## config.mk

```make
export PLATFORM = sky130hd
export DESIGN_NAME = byte_striping
export DESIGN_NICKNAME = d
export VERILOG_FILES = /design/src/rtl/byte_striping.sv
export SDC_FILE = /design/constraint.sdc
export NUM_CORES = 1
export LEC_CHECK = 0
export CAP_MARGIN = 0
export CELL_PAD_IN_SITES_DETAIL_PLACEMENT = 0
export CELL_PAD_IN_SITES_GLOBAL_PLACEMENT = 1
export CORE_ASPECT_RATIO = 0.9
export CORE_MARGIN = 10
export CORE_UTILIZATION = 36
export DETAILED_ROUTE_END_ITERATION = 7
export PLACE_DENSITY_LB_ADDON = 0.1
export SYNTH_ARGS = -nofsm -noshare
export SYNTH_HDL_FRONTEND = slang
export SYNTH_SLANG_ARGS = --single-unit
```

## constraint.sdc

```tcl
create_clock -name clk_2f -period 1.95 [get_ports clk_2f]
set_input_delay 0.2925 -clock clk_2f [delete_from_list [all_inputs] [get_ports clk_2f]]
set_output_delay 0.2925 -clock clk_2f [all_outputs]
set_load 0.1 [all_outputs]
```

## src/rtl/byte_striping.sv

```systemverilog
// Splits a full-rate byte stream into two half-rate lanes (lane 0 = even byte,
// lane 1 = odd byte of each pair); phase_f marks which half of the pair is captured.
module byte_striping #(
  parameter int               WIDTH     = 8,
  parameter logic [WIDTH-1:0] IDLE_BYTE = '0
) (
  input  logic             clk_2f,
  input  logic             rst,
  input  logic [WIDTH-1:0] data_in,
  input  logic             valid_in,
  output logic [WIDTH-1:0] data_stripe_0,
  output logic [WIDTH-1:0] data_stripe_1,
  output logic             valid_stripe_0,
  output logic             valid_stripe_1,
  output logic             phase_f
);

  typedef enum logic {
    CAP0 = 1'b0,
    CAP1 = 1'b1
  } phase_t;

  phase_t           phase_reg, phase_next;
  logic [WIDTH-1:0] stage_data_reg, stage_data_next;
  logic             stage_valid_reg, stage_valid_next;
  logic [WIDTH-1:0] stripe_0_reg, stripe_0_next;
  logic [WIDTH-1:0] stripe_1_reg, stripe_1_next;
  logic             valid_0_reg, valid_0_next;
  logic             valid_1_reg, valid_1_next;
  logic [WIDTH-1:0] byte_masked;

  // Invalid bytes keep their slot but carry the idle pattern, so lanes never compact.
  assign byte_masked = valid_in ? data_in : IDLE_BYTE;

  always_ff @(posedge clk_2f) begin
    if (rst) begin
      phase_reg       <= CAP0;
      stage_data_reg  <= IDLE_BYTE;
      stage_valid_reg <= 1'b0;
      stripe_0_reg    <= IDLE_BYTE;
      stripe_1_reg    <= IDLE_BYTE;
      valid_0_reg     <= 1'b0;
      valid_1_reg     <= 1'b0;
    end else begin
      phase_reg       <= phase_next;
      stage_data_reg  <= stage_data_next;
      stage_valid_reg <= stage_valid_next;
      stripe_0_reg    <= stripe_0_next;
      stripe_1_reg    <= stripe_1_next;
      valid_0_reg     <= valid_0_next;
      valid_1_reg     <= valid_1_next;
    end
  end

  always_comb begin
    phase_next       = phase_reg;
    stage_data_next  = stage_data_reg;
    stage_valid_next = stage_valid_reg;
    stripe_0_next    = stripe_0_reg;
    stripe_1_next    = stripe_1_reg;
    valid_0_next     = valid_0_reg;
    valid_1_next     = valid_1_reg;
    case (phase_reg)
      CAP0: begin
        stage_data_next  = byte_masked;
        stage_valid_next = valid_in;
        phase_next       = CAP1;
      end
      CAP1: begin
        // Both lanes load together so the pair presents with no inter-lane skew.
        stripe_0_next = stage_data_reg;
        valid_0_next  = stage_valid_reg;
        stripe_1_next = byte_masked;
        valid_1_next  = valid_in;
        phase_next    = CAP0;
      end
      default: phase_next = CAP0;
    endcase
  end

  assign data_stripe_0  = stripe_0_reg;
  assign data_stripe_1  = stripe_1_reg;
  assign valid_stripe_0 = valid_0_reg;
  assign valid_stripe_1 = valid_1_reg;
  assign phase_f        = phase_reg;

endmodule

```

==> impl_metrics.py, run 1 <==
metrics = {
    "status": {
        "outcome": "complete, no violations",
    },
    "route": {
        "drtIter0Drc": 46,
        "avgViaCountPerCell": 4.45,
        "drt_first_pass_iters": 4,
        "totalWireLength_um": 2210,
        "wl_met2_um": 902,
        "route.met3.wl_um": 212,
        "vias": 757,
        "drc": 0,
        "wl_met1_um": 1080,
        "wl_per_cell_um": 13.0,
        "ant_nets": 0,
        "top_layer": "met4",
    },
    "critical_path": {
        "cp.arrival_ns": 1.17,
        "cp.required_ns": 1.66,
        "critical_path_buf_inv_count": 1,
        "r2r_start": "phase_f$_SDFF_PP0_",
        "r2r_slack_ns": 0.61,
        "cp_max_fo": 13,
        "crit_path_top_delay_cell": "dfxtp_1",
        "reg2reg_to": "stage_data_reg[2]$_SDFFE_PP0N_",
        "slowest_delay_ns": 0.61,
        "end_kind": "output pin",
        "worst_setup_path_start_kind": "flop",
        "critPathKind": "flop to output pin",
        "critPathTopFamily": "flip-flops",
        "crit_chain": "buf_12",
        "rr_worst_depth": 2,
    },
    "sta": {
        "tns_ns": 0,
        "holdWs_ns": 0.479,
        "finalCriticalPeriod_ns": 1.46,
        "rsz0062_at_grt": "no",
        "tightest_slew_ns": 0.519,
        "slew_headroom_pct": 65.4,
        "slew_viol_final": 0,
        "fin_worst_skew_ns": 0.00290,
        "max_freq_mhz": 684,
        "setup_viol": 0,
        "fin_crit_sh_pct": 74.9,
        "final_hold_viol_count": 0,
    },
    "floorplanning": {
        "core_mm2": 0.00275,
        "rows": 18,
        "dieHeight_um": 70.7,
        "ioPinCount": 30,
        "die_x_um": 76.3,
        "die-area_mm2": 0.00539,
        "initial_utilization_pct": 37.4,
    },
    "global_routing": {
        "grt_max_degree": 20,
        "antenna_found_initial": 0,
        "grt_first_pass_wirelength_um": 3620,
        "grt_pass1_vias": 774,
        "grt.overflow.total": 0,
        "grt_usage_pct": 7.97,
    },
    "clocking": {
        "cts_resized": 0,
        "path_clk_slew_ns": 0.13,
        "clockBufferDepth": 2,
        "cts_tree": "yes",
        "htreeDepth": 1,
        "post_cts_buffers": 0,
        "clock-root-buffer": "clkbuf_4",
        "insertion_delay_ns": 0.32,
        "clkSinkCount": 28,
        "numCtsBuffers": 3,
        "hold_buffers": 0,
    },
    "finish": {
        "mostFrequentLayoutCells": "dfxtp_1, buf_4, nand2b_1, nand2_1",
        "layout-drive-gt1-share_pct": 26.2,
        "nets": 142,
        "area_growth_pct": 29.6,
        "diodes": 0,
        "nFillCells": 294,
        "layout_commonest_cell": "dfxtp_1",
    },
    "worst_hold_path": {
        "hold_path.class": "flop to flop",
        "hp-start": "stage_valid_reg$_SDFFE_PP0N_",
        "holdPathEnd": "stage_valid_reg$_SDFFE_PP0N_",
        "holdPathStages": 2,
    },
    "synth": {
        "ys_seq_elements": 28,
        "postSynthNetCount": 114,
        "avgSynthCellArea_um2": 9.97,
        "yosysWarningCount": 0,
        "ys_types": 14,
        "synth_seq_area_share_pct": 54.6,
        "synth_cells": 103,
        "syn-cell-area_mm2": 0.00103,
    },
    "pwr": {
        "power_density_mw_per_mm2": 823,
        "p_leak_nw": 0.515,
        "ir_drop_uv": 399,
    },
    "placed_design": {
        "portBuffers": 29,
        "gp_congestion": 0.753,
        "dpl.hpwl_um": 1570,
    },
    "job": {
        "timing.max_cap.violations": 0,
    },
}
layout make-up:
class	instances	area (um2)	area share (%)
flip-flops and latches	28	561	42.1
multi-input cells	65	403	30.3
repair buffers	32	278	20.9
well taps	40	50.0	3.76
clock buffers	4	36.3	2.73
inverters	1	3.75	0.282
synthesized netlist by cell type, drive strengths merged:
cell type | n | area (um2)
clkbuf | 2 | 7.51
nand2b | 19 | 119
nor2 | 1 | 3.75
o22ai | 16 | 150
a21oi | 10 | 50.1
mux2i | 1 | 10.0
buf | 7 | 52.5
inv | 1 | 3.75
or2 | 1 | 6.26
nand2 | 17 | 63.8
dfxtp | 28 | 561
worst max path at each step:
| stage | start | end | slack [ns] | depth (start not counted) |
|---|---|---|---|---|
| finish | phase_f$_SDFF_PP0_ | phase_f | 0.49 | 1 |
| CTS | phase_f$_SDFF_PP0_ | phase_f | 0.45 | 1 |
| detailed placement | rst | data_stripe_1[7]$_SDFFE_PP0P_ | 0.37 | 4 |
| global placement | rst | data_stripe_1[7]$_SDFFE_PP0P_ | 0.39 | 4 |
| global route | phase_f$_SDFF_PP0_ | phase_f | 0.36 | 1 |
| floorplan | phase_f$_SDFF_PP0_ | valid_stripe_1$_SDFFE_PP0P_ | 0.28 | 4 |
through the flow:
| stage | total power (W) | util, % | cells | worst slack (ns) | instance area [um2] |
|---|---|---|---|---|---|
| finish | 0.00110 | 48.5 | 170 | 0.489 | 1330 |
| global route | 0.00116 | 48.5 | 170 | 0.357 | 1330 |
| CTS | 0.00112 | 48.5 | 170 | 0.449 | 1330 |
| detailed placement | 0.000840 | 47.1 | 166 | 0.374 | 1290 |
| global placement | 0.000839 | 47.1 | 166 | 0.386 | 1290 |
| floorplan | 0.000785 | - | 103 | 0.281 | 1030 |
per-layer routing:
metal | vias up | GRT usage (%)
met5 | - | 0
li1 | 399 | -
met4 | 0 | 1.86
met3 | 2 | 5.18
met2 | 20 | 12.5
met1 | 336 | 8.91
report_power, final:
| group | internal (W) | leakage (nW) | switching, W | total (W) |
|---|---|---|---|---|
| Sequential | 0.000594 | 0.228 | 0.0000131 | 0.000608 |
| Combinational | 0.0000685 | 0.266 | 0.000148 | 0.000217 |
| Clock | 0.000114 | 0.0210 | 0.000157 | 0.000271 |
| Total | 0.000777 | 0.515 | 0.000318 | 0.00110 |
cell families after synthesis:
| group | Yosys count | synth area share, % |
|---|---|---|
| and+or+nand+nor | 38 | 18.8 |
| muxes | 1 | 0.974 |
| AOI/OAI and AO/OA | 26 | 19.5 |
| buffers and inverters | 10 | 6.21 |
| DFF | 28 | 54.6 |
Power figures use the tool's default switching activity.
==> run 2: changes to the inputs <==
--- a/config.mk
+++ b/config.mk
@@ -10,7 +10,7 @@
 export CELL_PAD_IN_SITES_GLOBAL_PLACEMENT = 1
 export CORE_ASPECT_RATIO = 0.9
 export CORE_MARGIN = 10
-export CORE_UTILIZATION = 36
+export CORE_UTILIZATION = 34
 export DETAILED_ROUTE_END_ITERATION = 7
 export PLACE_DENSITY_LB_ADDON = 0.1
 export SYNTH_ARGS = -nofsm -noshare
==> constraint.sdc (replaced) <==
create_clock -name clk_2f -period 1.52 [get_ports clk_2f]
set_input_delay 0.228 -clock clk_2f [delete_from_list [all_inputs] [get_ports clk_2f]]
set_output_delay 0.228 -clock clk_2f [all_outputs]
set_load 0.1 [all_outputs]
==> run 2 against run 1 <==
  * Wire length increased by 1.9%
  * Largest cell class unchanged
  * Cell area is 16% higher
  * Worst setup slack worse by 0.17 ns
  * Final cell count shrank 0.59%
  * Clock-buffer cell count decreased by 1
  * Die area increased by 4.3%
==> impl_metrics.py, run 2 (synthesis results as in run 1) <==
metrics = {
    "finish": {
        "design_area_mm2": 0.00154,
        "nets": 142,
        "mostFrequentLayoutCells": "dfxtp_1, nand2b_1, buf_12, nand2_1",
        "area_growth_pct": 50.3,
        "seq_area_um2": 562,
        "nFillCells": 264,
        "layout-drive-gt1-share_pct": 26.4,
        "layout_commonest_cell": "dfxtp_1",
        "diodes": 0,
        "multi_input_area_um2": 403,
    },
    "critical_path": {
        "crit_chain": "buf_12",
        "critical_path_buf_inv_count": 1,
        "worst_setup_path_start_kind": "flop",
        "cp.arrival_ns": 0.97,
        "critPathTopFamily": "flip-flops",
        "cp.required_ns": 1.29,
        "cp_max_fo": 10,
        "reg2reg_to": "stage_data_reg[1]$_SDFFE_PP0N_",
        "slowest_delay_ns": 0.45,
        "crit_path_top_delay_cell": "dfxtp_2",
        "r2r_start": "phase_f$_SDFF_PP0_",
        "rr_worst_depth": 2,
        "r2r_slack_ns": 0.41,
        "critPathKind": "flop to output pin",
        "end_kind": "output pin",
        "crit_cells": 1,
    },
    "global_routing": {
        "antenna_found_initial": 0,
        "grt_pass1_vias": 820,
        "grt.overflow.total": 0,
        "grt_usage_pct": 8.23,
        "grt_first_pass_wirelength_um": 3750,
        "grt_max_degree": 23,
    },
    "sta": {
        "tightest_slew_ns": 0.477,
        "final_hold_viol_count": 0,
        "fin_worst_skew_ns": 0.00531,
        "tns_ns": 0,
        "slew_viol_final": 0,
        "worst_slack_ns": 0.321,
        "finalCriticalPeriod_ns": 1.20,
        "fin_crit_sh_pct": 78.9,
        "slew_headroom_pct": 68.2,
        "setup_viol": 0,
        "rsz0062_at_grt": "no",
        "max_freq_mhz": 834,
    },
    "pwr": {
        "p_clk_share_pct": 20.8,
        "power_density_mw_per_mm2": 903,
        "ir_drop_uv": 632,
        "p_int_w": 0.000981,
        "power_w": 0.00139,
        "p_leak_nw": 0.559,
        "swShare_pct": 29.6,
        "power_frac_seq_pct": 56.4,
        "p_sw_w": 0.000413,
        "combPwrFrac_pct": 22.8,
    },
    "job": {
        "timing.max_cap.violations": 0,
    },
    "placed_design": {
        "dpl.hpwl_um": 1650,
        "place_ws_ns": 0.104,
        "portBuffers": 29,
        "gp_congestion": 0.654,
        "placed_cell_area_mm2": 0.00152,
    },
    "route": {
        "totalWireLength_um": 2260,
        "wl_per_cell_um": 13.3,
        "vias": 782,
        "drc": 0,
        "drt_first_pass_iters": 4,
        "ant_nets": 0,
        "drtIter0Drc": 38,
        "avgViaCountPerCell": 4.63,
    },
    "floorplanning": {
        "initial_utilization_pct": 36.5,
        "rows": 18,
        "ioPinCount": 30,
        "dieHeight_um": 72.1,
        "die_x_um": 77.9,
        "die-area_mm2": 0.00562,
        "core_mm2": 0.00282,
    },
    "clocking": {
        "cts_tree": "yes",
        "clockBufferDepth": 2,
        "post_cts_buffers": 0,
        "clkSinkCount": 28,
        "insertion_delay_ns": 0.32,
        "clock-root-buffer": "clkbuf_4",
        "cts_resized": 0,
        "htreeDepth": 1,
        "path_clk_slew_ns": 0.13,
        "hold_buffers": 0,
        "numCtsBuffers": 3,
    },
    "worst_hold_path": {
        "holdPathEnd": "stage_valid_reg$_SDFFE_PP0N_",
        "hold_path.class": "flop to flop",
        "holdPathStages": 2,
        "hp-start": "stage_valid_reg$_SDFFE_PP0N_",
    },
    "status": {
        "outcome": "complete, no violations",
    },
}
==> run 2: final cells by class <==
type                       instances  share of cell area [%]
tap                               40                    3.24
sequential                        28                    36.4
timing repair buffer              32                    32.6
multi-input combinational         65                    26.1
inverter                           1                   0.243
clock buffer                       3                    1.46
==> run 2: power by group through the flow <==
stage	clock (W)	sequential (W)	combinational [W]
floorplan	0	0.000914	0.0000932
global placement	0	0.000803	0.000318
detailed placement	0	0.000804	0.000320
CTS	0.000309	0.000787	0.000320
global route	0.000341	0.000791	0.000333
finish	0.000290	0.000786	0.000317
==> run 2: worst max path at each step <==
stage | from | end | slack, ns
final | phase_f$_SDFF_PP0_ | phase_f | 0.32
after global routing | phase_f$_SDFF_PP0_ | phase_f | 0.24
after CTS | phase_f$_SDFF_PP0_ | phase_f | 0.28
after detailed placement | rst | stage_data_reg[1]$_SDFFE_PP0N_ | 0.10
after global placement | valid_in | data_stripe_1[1]$_SDFFE_PP0P_ | 0.13
after floorplan | phase_f$_SDFF_PP0_ | valid_stripe_1$_SDFFE_PP0P_ | 0.19
==> run 2: per-layer routing <==
metal / share of wire (%) / track usage [%] / wire length, um / vias to the layer above
met5: 0 / 0 / 0 / -
met4: 0.89 / 2.98 / 20 / 0
met3: 6.9 / 4.31 / 156 / 2
met2: 49 / 13.7 / 1120 / 18
met1: 43 / 8.78 / 962 / 363
li1: - / - / - / 399
==> run 2: metrics by stage <==
stage,hold slack [ns],utilization [%],cells
finish,0.481,54.8,169
global route,0.484,54.8,169
CTS,0.484,54.8,169
detailed placement,0.466,54.0,166
global placement,0.456,54.0,166
floorplan,0.422,-,103
==> run 3: changes to the inputs <==
--- a/config.mk
+++ b/config.mk
@@ -10,7 +10,7 @@
 export CELL_PAD_IN_SITES_GLOBAL_PLACEMENT = 1
 export CORE_ASPECT_RATIO = 0.9
 export CORE_MARGIN = 10
-export CORE_UTILIZATION = 34
+export CORE_UTILIZATION = 31
 export DETAILED_ROUTE_END_ITERATION = 7
 export PLACE_DENSITY_LB_ADDON = 0.1
 export SYNTH_ARGS = -nofsm -noshare
==> constraint.sdc (replaced) <==
create_clock -name clk_2f -period 1 [get_ports clk_2f]
set_input_delay 0.15 -clock clk_2f [delete_from_list [all_inputs] [get_ports clk_2f]]
set_output_delay 0.15 -clock clk_2f [all_outputs]
set_load 0.1 [all_outputs]
==> run 3 against run 2 <==
  * Die area rose by 7.1%
  * Final cell count rose by 6.5%
  * Non-clock buffer count rose by 8
  * Highest routed layer unchanged
  * Largest cell class unchanged
  * Critical path depth did not move
  * Sequential cell count did not move
  * Clock skew fell by 0.0017 ns
  * Clock power rose to 2.7 times the previous value
  * Worst hold slack got worse by 0.017 ns
  * Cell area rose by 14%
  * The flow now finishes with violations (setup timing)
  * Via count rose by 4.0%
==> impl_metrics.py, run 3 (synthesis results as in run 1) <==
metrics = {
    "sta": {
        "final_hold_viol_count": 0,
        "setup_viol": 1,
        "fin_crit_sh_pct": 102,
        "fin_worst_skew_ns": 0.00365,
        "tightest_slew_ns": 0.220,
        "finalCriticalPeriod_ns": 1.02,
        "slew_headroom_pct": 85.4,
        "rsz0062_at_grt": "yes",
        "slew_viol_final": 0,
        "max_freq_mhz": 978,
        "worst_slack_ns": -0.0223,
    },
    "finish": {
        "design_area_mm2": 0.00176,
        "layout-drive-gt1-share_pct": 56.5,
        "fin_util_pct": 56.4,
        "mostFrequentLayoutCells": "nand2b_1, buf_12, dfxtp_2, clkdlybuf4s50_1, buf_4",
        "diodes": 0,
        "area_growth_pct": 71.0,
        "nFillCells": 296,
        "nets": 150,
    },
    "global_routing": {
        "grt_first_pass_wirelength_um": 4050,
        "grt_pass1_vias": 831,
        "grt_max_degree": 23,
        "grt_busiest_layer": "met2",
        "grt.overflow.total": 0,
        "gr-usage-met1_pct": 9.88,
        "grt_usage_pct": 8.54,
        "antenna_found_initial": 0,
        "grtUsageMet3_pct": 4.17,
        "met2_usage_pct": 13.9,
    },
    "floorplanning": {
        "dieHeight_um": 74.6,
        "rows": 19,
        "initial_utilization_pct": 33.0,
        "die-area_mm2": 0.00602,
        "ioPinCount": 30,
        "core_mm2": 0.00311,
        "die_x_um": 80.7,
    },
    "placed_design": {
        "gp_congestion": 0.743,
        "dpl.hpwl_um": 1870,
        "portBuffers": 29,
        "placed_cell_area_mm2": 0.00167,
        "place_ws_ns": -0.333,
    },
    "pwr": {
        "power_density_mw_per_mm2": 1440,
        "p_leak_nw": 0.694,
        "power_w": 0.00253,
        "ir_drop_uv": 1020,
    },
    "critical_path": {
        "cp_max_fo": 8,
        "end_kind": "output pin",
        "r2r_slack_ns": 0.02,
        "reg2reg_to": "valid_stripe_1$_SDFFE_PP0P_",
        "slowest_delay_ns": 0.41,
        "crit_path_top_delay_cell": "dfxtp_4",
        "critPathKind": "flop to output pin",
        "worst_setup_path_start_kind": "flop",
        "cp.required_ns": 0.85,
        "cp.arrival_ns": 0.87,
        "rr_worst_depth": 3,
        "r2r_start": "phase_f$_SDFF_PP0_",
        "crit_chain": "buf_12",
        "critical_path_buf_inv_count": 1,
        "critPathTopFamily": "flip-flops",
    },
    "status": {
        "violations": "setup timing",
        "outcome": "complete, but fails checks",
    },
    "clocking": {
        "cts_tree": "yes",
        "clock-root-buffer": "clkbuf_8",
        "numCtsBuffers": 3,
        "path_clk_slew_ns": 0.10,
        "insertion_delay_ns": 0.28,
        "clockBufferDepth": 2,
        "htreeDepth": 1,
        "clkSinkCount": 28,
    },
    "route": {
        "wl_per_cell_um": 13.8,
        "ant_nets": 0,
        "drt_first_pass_iters": 3,
        "avgViaCountPerCell": 4.52,
        "vias": 813,
        "drc": 0,
        "totalWireLength_um": 2490,
        "drtIter0Drc": 43,
    },
    "worst_hold_path": {
        "hold_path.class": "flop to flop",
        "holdPathEnd": "valid_stripe_0$_SDFFE_PP0P_",
        "holdPathStages": 2,
        "hp-start": "stage_valid_reg$_SDFFE_PP0N_",
    },
    "job": {
        "timing.max_cap.violations": 0,
    },
}
[run 3: cell count changes in the layout (fill, tap and decap cells not counted), sizes merged]
cell,before,now
buf,22,30
clkbuf,3,4
[run 3: final cells by class]
class / instances / area [um2] / share of cell area, %
flip-flops and latches: 28 / 587 / 33.4
well taps: 42 / 52.6 / 2.99
clock buffers: 4 / 66.3 / 3.77
multi-input cells: 65 / 480 / 27.4
inverters: 1 / 3.75 / 0.214
repair buffers: 40 / 567 / 32.3
[run 3: worst max-delay path by stage]
stage / cells past startpoint / to / slack [ns] / from
final: 1 / phase_f / -0.02 / phase_f$_SDFF_PP0_
after global routing: 1 / phase_f / -0.07 / phase_f$_SDFF_PP0_
after CTS: 1 / phase_f / -0.03 / phase_f$_SDFF_PP0_
after detailed placement: 3 / stage_data_reg[5]$_SDFFE_PP0N_ / -0.33 / rst
after global placement: 3 / stage_data_reg[7]$_SDFFE_PP0N_ / -0.30 / rst
after floorplan: 4 / valid_stripe_1$_SDFFE_PP0P_ / -0.19 / phase_f$_SDFF_PP0_
[run 3: routing by layer]
layer | part of all wire (%) | routed length [um]
met5 | 0 | 0
met4 | 0.76 | 19
met1 | 44 | 1080
met2 | 48 | 1200
met3 | 7.3 | 182
[run 3: timing repair]
item                                    in CTS  in global routing
endpoints found under the setup margin       9                 22
cloned                                       0                  0
hold buffers                                 0                  0
gates resized for setup                      1                  1
setup buffers                                0                  2
pin swaps                                    0                  0
endpoints found under the hold margin        0                  0
[run 3: stage by stage]
step,hold WS (ns),std cells,TNS [ns]
detailed placement,0.454,174,-6.36
CTS,0.471,178,-0.0342
floorplan,0.339,103,-2.13
finish,0.464,180,-0.0223
global route,0.488,180,-0.169
global placement,0.451,174,-5.57
[run 3: power breakdown]
| group | internal (W) | leakage [nW] | switching [W] | total [W] |
|---|---|---|---|---|
| registers | 0.00116 | 0.237 | 0.0000428 | 0.00121 |
| clock network | 0.000436 | 0.0339 | 0.000357 | 0.000793 |
| logic | 0.000222 | 0.423 | 0.000312 | 0.000535 |
